==> src/rtl/acc_csr.sv <==
// AXI4-Lite register block for the accelerator core: CTRL, STATUS, IRQ_EN, VERSION
// and NPRM parameter registers, with sticky W1C status and a level interrupt.
module acc_csr #(
  parameter int unsigned NPRM         = 5,
  parameter int unsigned PRM_W        = 9,
  parameter bit          AUTO_CLR_RUN = 1'b1,
  parameter logic [31:0] VERSION      = 32'h0002_0000
) (
  input  logic                  S_AXI_ACLK,
  input  logic                  S_AXI_ARESETN,
  input  logic [31:0]           S_AXI_AWADDR,
  input  logic                  S_AXI_AWVALID,
  output logic                  S_AXI_AWREADY,
  input  logic [31:0]           S_AXI_WDATA,
  input  logic [3:0]            S_AXI_WSTRB,
  input  logic                  S_AXI_WVALID,
  output logic                  S_AXI_WREADY,
  output logic [1:0]            S_AXI_BRESP,
  output logic                  S_AXI_BVALID,
  input  logic                  S_AXI_BREADY,
  input  logic [31:0]           S_AXI_ARADDR,
  input  logic                  S_AXI_ARVALID,
  output logic                  S_AXI_ARREADY,
  output logic [31:0]           S_AXI_RDATA,
  output logic [1:0]            S_AXI_RRESP,
  output logic                  S_AXI_RVALID,
  input  logic                  S_AXI_RREADY,
  input  logic                  busy,
  input  logic                  done_evt,
  input  logic                  err_evt,
  output logic                  matw,
  output logic                  run,
  output logic                  last,
  output logic                  start,
  output logic [NPRM*PRM_W-1:0] prm,
  output logic                  irq
);

  localparam logic [9:0] IDX_CTRL    = 10'd0;
  localparam logic [9:0] IDX_STATUS  = 10'd1;
  localparam logic [9:0] IDX_IRQ_EN  = 10'd2;
  localparam logic [9:0] IDX_VERSION = 10'd3;
  localparam logic [9:0] IDX_PRM0    = 10'd4;
  localparam logic [9:0] IDX_PRM_END = 10'(IDX_PRM0 + NPRM);
  localparam logic [1:0] RESP_OKAY   = 2'b00;
  localparam logic [1:0] RESP_SLVERR = 2'b10;

  typedef enum logic [2:0] {S_IDLE, S_WAIT_W, S_WAIT_AW, S_BRESP, S_RFETCH, S_RRESP} state_t;

  state_t      state_q;
  logic [9:0]  waddr_q;
  logic [31:0] wdata_q;
  logic [3:0]  wstrb_q;
  logic [9:0]  raddr_q;
  logic        commit_pend_q;
  logic        done_q;
  logic        err_q;
  logic [1:0]  irq_en_q;

  logic [31:0] rd_data_c;
  logic [1:0]  rd_resp_c;
  logic [31:0] wmask_c;
  logic        commit_c;
  logic        ctrl_wr_c;
  logic        stat_wr_c;
  logic        ien_wr_c;
  logic        unused_c;

  assign unused_c = ^{S_AXI_AWADDR[31:12], S_AXI_AWADDR[1:0],
                      S_AXI_ARADDR[31:12], S_AXI_ARADDR[1:0]};

  function automatic logic is_prm(input logic [9:0] idx);
    return (idx >= IDX_PRM0) && (idx < IDX_PRM_END);
  endfunction

  function automatic logic [1:0] wr_resp(input logic [9:0] idx);
    return ((idx <= IDX_IRQ_EN) || is_prm(idx)) ? RESP_OKAY : RESP_SLVERR;
  endfunction

  // Register commit happens once, on the edge that ends the first BRESP cycle.
  assign commit_c  = (state_q == S_BRESP) && commit_pend_q;
  assign ctrl_wr_c = commit_c && (waddr_q == IDX_CTRL)   && wstrb_q[0];
  assign stat_wr_c = commit_c && (waddr_q == IDX_STATUS) && wstrb_q[0];
  assign ien_wr_c  = commit_c && (waddr_q == IDX_IRQ_EN) && wstrb_q[0];
  assign wmask_c   = {{8{wstrb_q[3]}}, {8{wstrb_q[2]}}, {8{wstrb_q[1]}}, {8{wstrb_q[0]}}};

  always_comb begin
    rd_data_c = '0;
    rd_resp_c = RESP_OKAY;
    case (raddr_q)
      IDX_CTRL:    rd_data_c = {29'd0, last, run, matw};
      IDX_STATUS:  rd_data_c = {29'd0, err_q, done_q, busy};
      IDX_IRQ_EN:  rd_data_c = {30'd0, irq_en_q};
      IDX_VERSION: rd_data_c = VERSION;
      default: begin
        rd_resp_c = is_prm(raddr_q) ? RESP_OKAY : RESP_SLVERR;
        for (int unsigned k = 0; k < NPRM; k++) begin
          if (raddr_q == 10'(IDX_PRM0 + k)) rd_data_c = 32'(prm[k*PRM_W +: PRM_W]);
        end
      end
    endcase
  end

  // Bus handshake FSM; READY/VALID outputs are registered alongside the state.
  always_ff @(posedge S_AXI_ACLK) begin
    if (!S_AXI_ARESETN) begin
      state_q       <= S_IDLE;
      S_AXI_AWREADY <= 1'b1;
      S_AXI_WREADY  <= 1'b1;
      S_AXI_ARREADY <= 1'b1;
      S_AXI_BVALID  <= 1'b0;
      S_AXI_RVALID  <= 1'b0;
      S_AXI_BRESP   <= RESP_OKAY;
      S_AXI_RRESP   <= RESP_OKAY;
      S_AXI_RDATA   <= '0;
      commit_pend_q <= 1'b0;
      waddr_q       <= '0;
      wdata_q       <= '0;
      wstrb_q       <= '0;
      raddr_q       <= '0;
    end else begin
      commit_pend_q <= 1'b0;
      case (state_q)
        S_IDLE: begin
          if (S_AXI_AWVALID && S_AXI_WVALID) begin
            waddr_q       <= S_AXI_AWADDR[11:2];
            wdata_q       <= S_AXI_WDATA;
            wstrb_q       <= S_AXI_WSTRB;
            S_AXI_BRESP   <= wr_resp(S_AXI_AWADDR[11:2]);
            S_AXI_BVALID  <= 1'b1;
            commit_pend_q <= 1'b1;
            S_AXI_AWREADY <= 1'b0;
            S_AXI_WREADY  <= 1'b0;
            S_AXI_ARREADY <= 1'b0;
            state_q       <= S_BRESP;
          end else if (S_AXI_AWVALID) begin
            waddr_q       <= S_AXI_AWADDR[11:2];
            S_AXI_AWREADY <= 1'b0;
            S_AXI_ARREADY <= 1'b0;
            state_q       <= S_WAIT_W;
          end else if (S_AXI_WVALID) begin
            wdata_q       <= S_AXI_WDATA;
            wstrb_q       <= S_AXI_WSTRB;
            S_AXI_WREADY  <= 1'b0;
            S_AXI_ARREADY <= 1'b0;
            state_q       <= S_WAIT_AW;
          end else if (S_AXI_ARVALID) begin
            raddr_q       <= S_AXI_ARADDR[11:2];
            S_AXI_AWREADY <= 1'b0;
            S_AXI_WREADY  <= 1'b0;
            S_AXI_ARREADY <= 1'b0;
            state_q       <= S_RFETCH;
          end
        end
        S_WAIT_W: begin
          if (S_AXI_WVALID) begin
            wdata_q       <= S_AXI_WDATA;
            wstrb_q       <= S_AXI_WSTRB;
            S_AXI_BRESP   <= wr_resp(waddr_q);
            S_AXI_BVALID  <= 1'b1;
            commit_pend_q <= 1'b1;
            S_AXI_WREADY  <= 1'b0;
            state_q       <= S_BRESP;
          end
        end
        S_WAIT_AW: begin
          if (S_AXI_AWVALID) begin
            waddr_q       <= S_AXI_AWADDR[11:2];
            S_AXI_BRESP   <= wr_resp(S_AXI_AWADDR[11:2]);
            S_AXI_BVALID  <= 1'b1;
            commit_pend_q <= 1'b1;
            S_AXI_AWREADY <= 1'b0;
            state_q       <= S_BRESP;
          end
        end
        S_BRESP: begin
          if (S_AXI_BREADY) begin
            S_AXI_BVALID  <= 1'b0;
            S_AXI_AWREADY <= 1'b1;
            S_AXI_WREADY  <= 1'b1;
            S_AXI_ARREADY <= 1'b1;
            state_q       <= S_IDLE;
          end
        end
        S_RFETCH: begin
          S_AXI_RDATA  <= rd_data_c;
          S_AXI_RRESP  <= rd_resp_c;
          S_AXI_RVALID <= 1'b1;
          state_q      <= S_RRESP;
        end
        S_RRESP: begin
          if (S_AXI_RREADY) begin
            S_AXI_RVALID  <= 1'b0;
            S_AXI_AWREADY <= 1'b1;
            S_AXI_WREADY  <= 1'b1;
            S_AXI_ARREADY <= 1'b1;
            state_q       <= S_IDLE;
          end
        end
        default: begin
          S_AXI_AWREADY <= 1'b1;
          S_AXI_WREADY  <= 1'b1;
          S_AXI_ARREADY <= 1'b1;
          S_AXI_BVALID  <= 1'b0;
          S_AXI_RVALID  <= 1'b0;
          state_q       <= S_IDLE;
        end
      endcase
    end
  end

  // CSR contents: a CTRL write beats the run auto-clear, an event beats its W1C.
  always_ff @(posedge S_AXI_ACLK) begin
    if (!S_AXI_ARESETN) begin
      matw     <= 1'b0;
      run      <= 1'b0;
      last     <= 1'b0;
      start    <= 1'b0;
      irq_en_q <= '0;
      done_q   <= 1'b0;
      err_q    <= 1'b0;
      irq      <= 1'b0;
      prm      <= '0;
    end else begin
      start <= ctrl_wr_c && wdata_q[3];
      if (ctrl_wr_c) begin
        matw <= wdata_q[0];
        run  <= wdata_q[1];
        last <= wdata_q[2];
      end else if (AUTO_CLR_RUN && done_evt) begin
        run <= 1'b0;
      end
      if (ien_wr_c) irq_en_q <= wdata_q[1:0];
      done_q <= done_evt || (done_q && !(stat_wr_c && wdata_q[1]));
      err_q  <= err_evt  || (err_q  && !(stat_wr_c && wdata_q[2]));
      irq    <= |({err_q, done_q} & irq_en_q);
      for (int unsigned k = 0; k < NPRM; k++) begin
        if (commit_c && (waddr_q == 10'(IDX_PRM0 + k))) begin
          prm[k*PRM_W +: PRM_W] <=
            PRM_W'((32'(prm[k*PRM_W +: PRM_W]) & ~wmask_c) | (wdata_q & wmask_c));
        end
      end
    end
  end

endmodule

==> config.mk <==
export PLATFORM = sky130hd
export DESIGN_NAME = acc_csr
export DESIGN_NICKNAME = d
export VERILOG_FILES = /design/src/rtl/acc_csr.sv
export SDC_FILE = /design/constraint.sdc
export NUM_CORES = 1
export LEC_CHECK = 0
export ABC_AREA = 1
export BUFFER_PORTS_ARGS = -buffer_cell sky130_fd_sc_hd__buf_4
export CAP_MARGIN = 30
export CORE_UTILIZATION = 40
export CTS_CLUSTER_DIAMETER = 60
export DETAILED_ROUTE_END_ITERATION = 10
export GPL_TIMING_DRIVEN = 0
export HOLD_SLACK_MARGIN = 0.03
export PLACE_DENSITY = 0.68
export SYNTH_ARGS = -nofsm -noshare
export SYNTH_HDL_FRONTEND = slang
export SYNTH_SLANG_ARGS = --single-unit
==> constraint.sdc <==
create_clock -name S_AXI_ACLK -period 1.79 [get_ports S_AXI_ACLK]
set_input_delay 0 -clock S_AXI_ACLK [delete_from_list [all_inputs] [get_ports S_AXI_ACLK]]
set_output_delay 0 -clock S_AXI_ACLK [all_outputs]
set_load 0.02 [all_outputs]
==> out/results.ini <==
[placement]
hpwl_um=11360
gp_congestion=0.9640
post_dp_cell_area_um2=6017
place_worst_setup_slack_ns=0.0004421
io_buffers=107
dp.cells=964

[critical_path]
timing.rr.start=state_q[2]$_SDFFE_PN0P_
path_class=flop to flop
worstSetupStartpoint=state_q[2]$_SDFFE_PN0P_
worstSetupEndpointType=flop
critical_path_cell_by_cell=inv_2, nand2_1, nor2_2, nand3_2, nor2_4, inv_2, buf_2, nor2_1, nor2_1
r2r_end=raddr_q[9]$_SDFFE_PN0P_
setup_slack_of_the_most_critical_reg_to_reg_path_ns=0.08
startpoint_type=flop
worst_ep_arrival_time_ns=1.95
crit_path_end=raddr_q[9]$_SDFFE_PN0P_
critical_path_required_ns=2.03
r2r.worst_path.cells=9
cpPeakStageDelay_ns=0.31
critical-path-slowest-cell=dfxtp_1
stages_on_worst_setup_path=9
peak_fanout_along_the_critical_path=10
worst-path-buf-inv=3
critical-path-top-delay-family=simple AND/OR/NAND/NOR gates

[drt]
routed-via-count=5130
drt_first_pass_iters=5
detail_route.wl_per_cell_um=14.72
first_iter_violations=367
number_of_routed_nets_with_antenna_violations=0
drt_drc_violations_left=0
total_wirelength_of_the_detailed_routed_design_um=14970
wl_met2_um=7080
routed.top_layer=met4
wirelength_met1_um=6520
wl_met3_um=947
route.detailed.vias_per_inst=5.044

[finish]
layout.cells.most_common=buf_4
layout.cells.non_filler=1017
multi_input_area_um2=2370
drive_above_1_share_pct=24.02
antenna_cells_inserted=0
seqCellArea_um2=2123
nFillCells=1163
layout.cells.most_common_list=buf_4 (134), dfxtp_1 (105), a21oi_1 (88)
fin_nets=975
fin_area_um2=6790
layout-area-overhead-vs-synth_pct=37.36
post_route_utilization_pct=56.53

[global_routing]
global_route_wire_length_before_repair_um=23490
grt-ovfl-total=0
vias_in_the_first_global_route=4742
initial_antenna_violation_count=0
global_route.usage.total_pct=23.90
grt_start_max_net_pins=18

[outcome]
outcome=finished, final reports clean

[hold_path]
whs_path_depth=5
hold_path_startpoint=busy
holdCritPathClass=input port to flop

[die]
floorplan.die.height_um=113.2
die_x_um=113.2
coreArea_um2=12010
pin_count=201
floorplan.initialDensity_pct=41.16
num_rows=40
die_area_um2=12810

[sta]
achievable-frequency_ghz=0.5855
fin_crit_ns=1.708
transition_time_at_the_pin_with_the_least_slew_margin_ns=0.6157
fraction_of_the_cycle_the_final_worst_path_needs_pct=95.42
fin_setup_tns_ns=0
setup_slack_ns=0.08205
timing.max_slew.rel_slack_pct=58.95
timing.final.hold_violations=0
setup_viol_count_final=0
worst_clock_skew_ns=0.006223
finalMaxSlewViolations=0
setup_repair_after_global_routing_missed_its_margin=true
final.hold.worst_slack_ns=0.05589

[synthesis]
yosys.cell_types.count=34
synth.yosys.warnings=0
synth_top_area_cell=dfxtp_1
synth-seq-area-share_pct=42.93
synthTopCellsByArea=dfxtp_1 (43%), a21oi_1 (8.9%), o21ai_0 (7.9%), nand2_1 (6.8%), nor2_1 (6.5%)
syn-instance-count=687
syn-cell-area_um2=4943
yosys_register_bits=106
synth_largest_type_area_fraction_pct=42.93
avgSynthCellArea_um2=7.196

[clocking]
cts-htree-levels=3
clock_path_buffers=2
numClockSinks=106
cts_tree=yes
clkSlewWorstSetupHoldPaths_ns=0.07
ctsRootBufferMaster=clkbuf_16
insertion_delay_ns=0.34
cts_inserted_buffers=9

[pwr]
power.leakage_nw=3.110
cellPowerDensity_nw_per_um2=1044
p_total_mw=7.086
ir_drop_mv=0.7876

[run]
max_cap_violations=0

-- power by group --
group	total, mW	switching [mW]	internal (mW)	leakage [nW]
combinational	2.08	1.38	0.703	2.10
sequential	2.91	0.264	2.64	0.863
clock	2.10	0.880	1.22	0.151
-- kinds of logic (layout without fill, tap and decap cells) --
| group | Yosys count | after routing | synth area share [%] |
|---|---|---|---|
| compound gates | 192 | 192 | 20.70 |
| buf+inv | 130 | 290 | 12.45 |
| flops | 106 | 106 | 42.93 |
| other cells | 1 | 24 | 0.07586 |
| simple gates | 258 | 258 | 23.84 |
-- layer usage --
metal / GRT usage [%] / vias to the layer above
li1: - / 2589
met1: 30.60 / 2310
met2: 40.37 / 201
met3: 4.071 / 30
met4: 8.772 / 0
met5: 0 / -
-- worst min path at each step --
stage / endpoint / slack, ns
after floorplan: err_q$_SDFF_PN0_ / 0.13
after global placement: raddr_q[4]$_SDFFE_PN0P_ / 0.23
after detailed placement: raddr_q[7]$_SDFFE_PN0P_ / 0.24
after CTS: S_AXI_RDATA[0]$_SDFFE_PN0P_ / 0.05
after global routing: wdata_q[5]$_SDFFE_PN0P_ / 0.08
final: S_AXI_RDATA[0]$_SDFFE_PN0P_ / 0.06
-- area by class of cell --
| type | count | area share [%] |
|---|---|---|
| Clock buffer | 9 | 3.317 |
| Inverter | 83 | 4.588 |
| Buffer | 47 | 4.514 |
| Sequential cell | 106 | 31.27 |
| Multi-Input combinational cell | 474 | 34.90 |
| Timing Repair Buffer | 144 | 17.32 |
| Clock inverter | 7 | 1.382 |
| Tap cell | 147 | 2.709 |
-- worst reg2reg max path, cell delays in order, from the launching register on --
cell	delay, ns
dfxtp_1	0.31
inv_2	0.13
nand2_1	0.13
nor2_2	0.21
nand3_2	0.15
nor2_4	0.22
inv_2	0.08
buf_2	0.19
nor2_1	0.13
nor2_1	0.06
-- what timing repair did --
item                                   in CTS  in global routing
hold buffers                               33                  0
buffers inserted                            0                  4
endpoints found under the hold margin      34                  0
gates resized for setup                     2                 24
setup endpoints to repair                   1                 41
gates cloned                                0                  0
pin swaps                                   0                  5
-- Yosys cell counts, drive strengths merged --
master / number
nor3: 9
o31ai: 2
a22oi: 1
a31oi: 1
nor2: 96
nand3b: 1
buf: 34
nand4: 4
inv: 83
and3: 1
o21ai: 87
nor3b: 1
a21oi: 90
nand2: 91
conb: 1
a211oi: 10
o211ai: 1
dfxtp: 106
clkbuf: 13
nor4: 1
nand3: 54
Note: power is estimated with default switching activity, not from simulation.
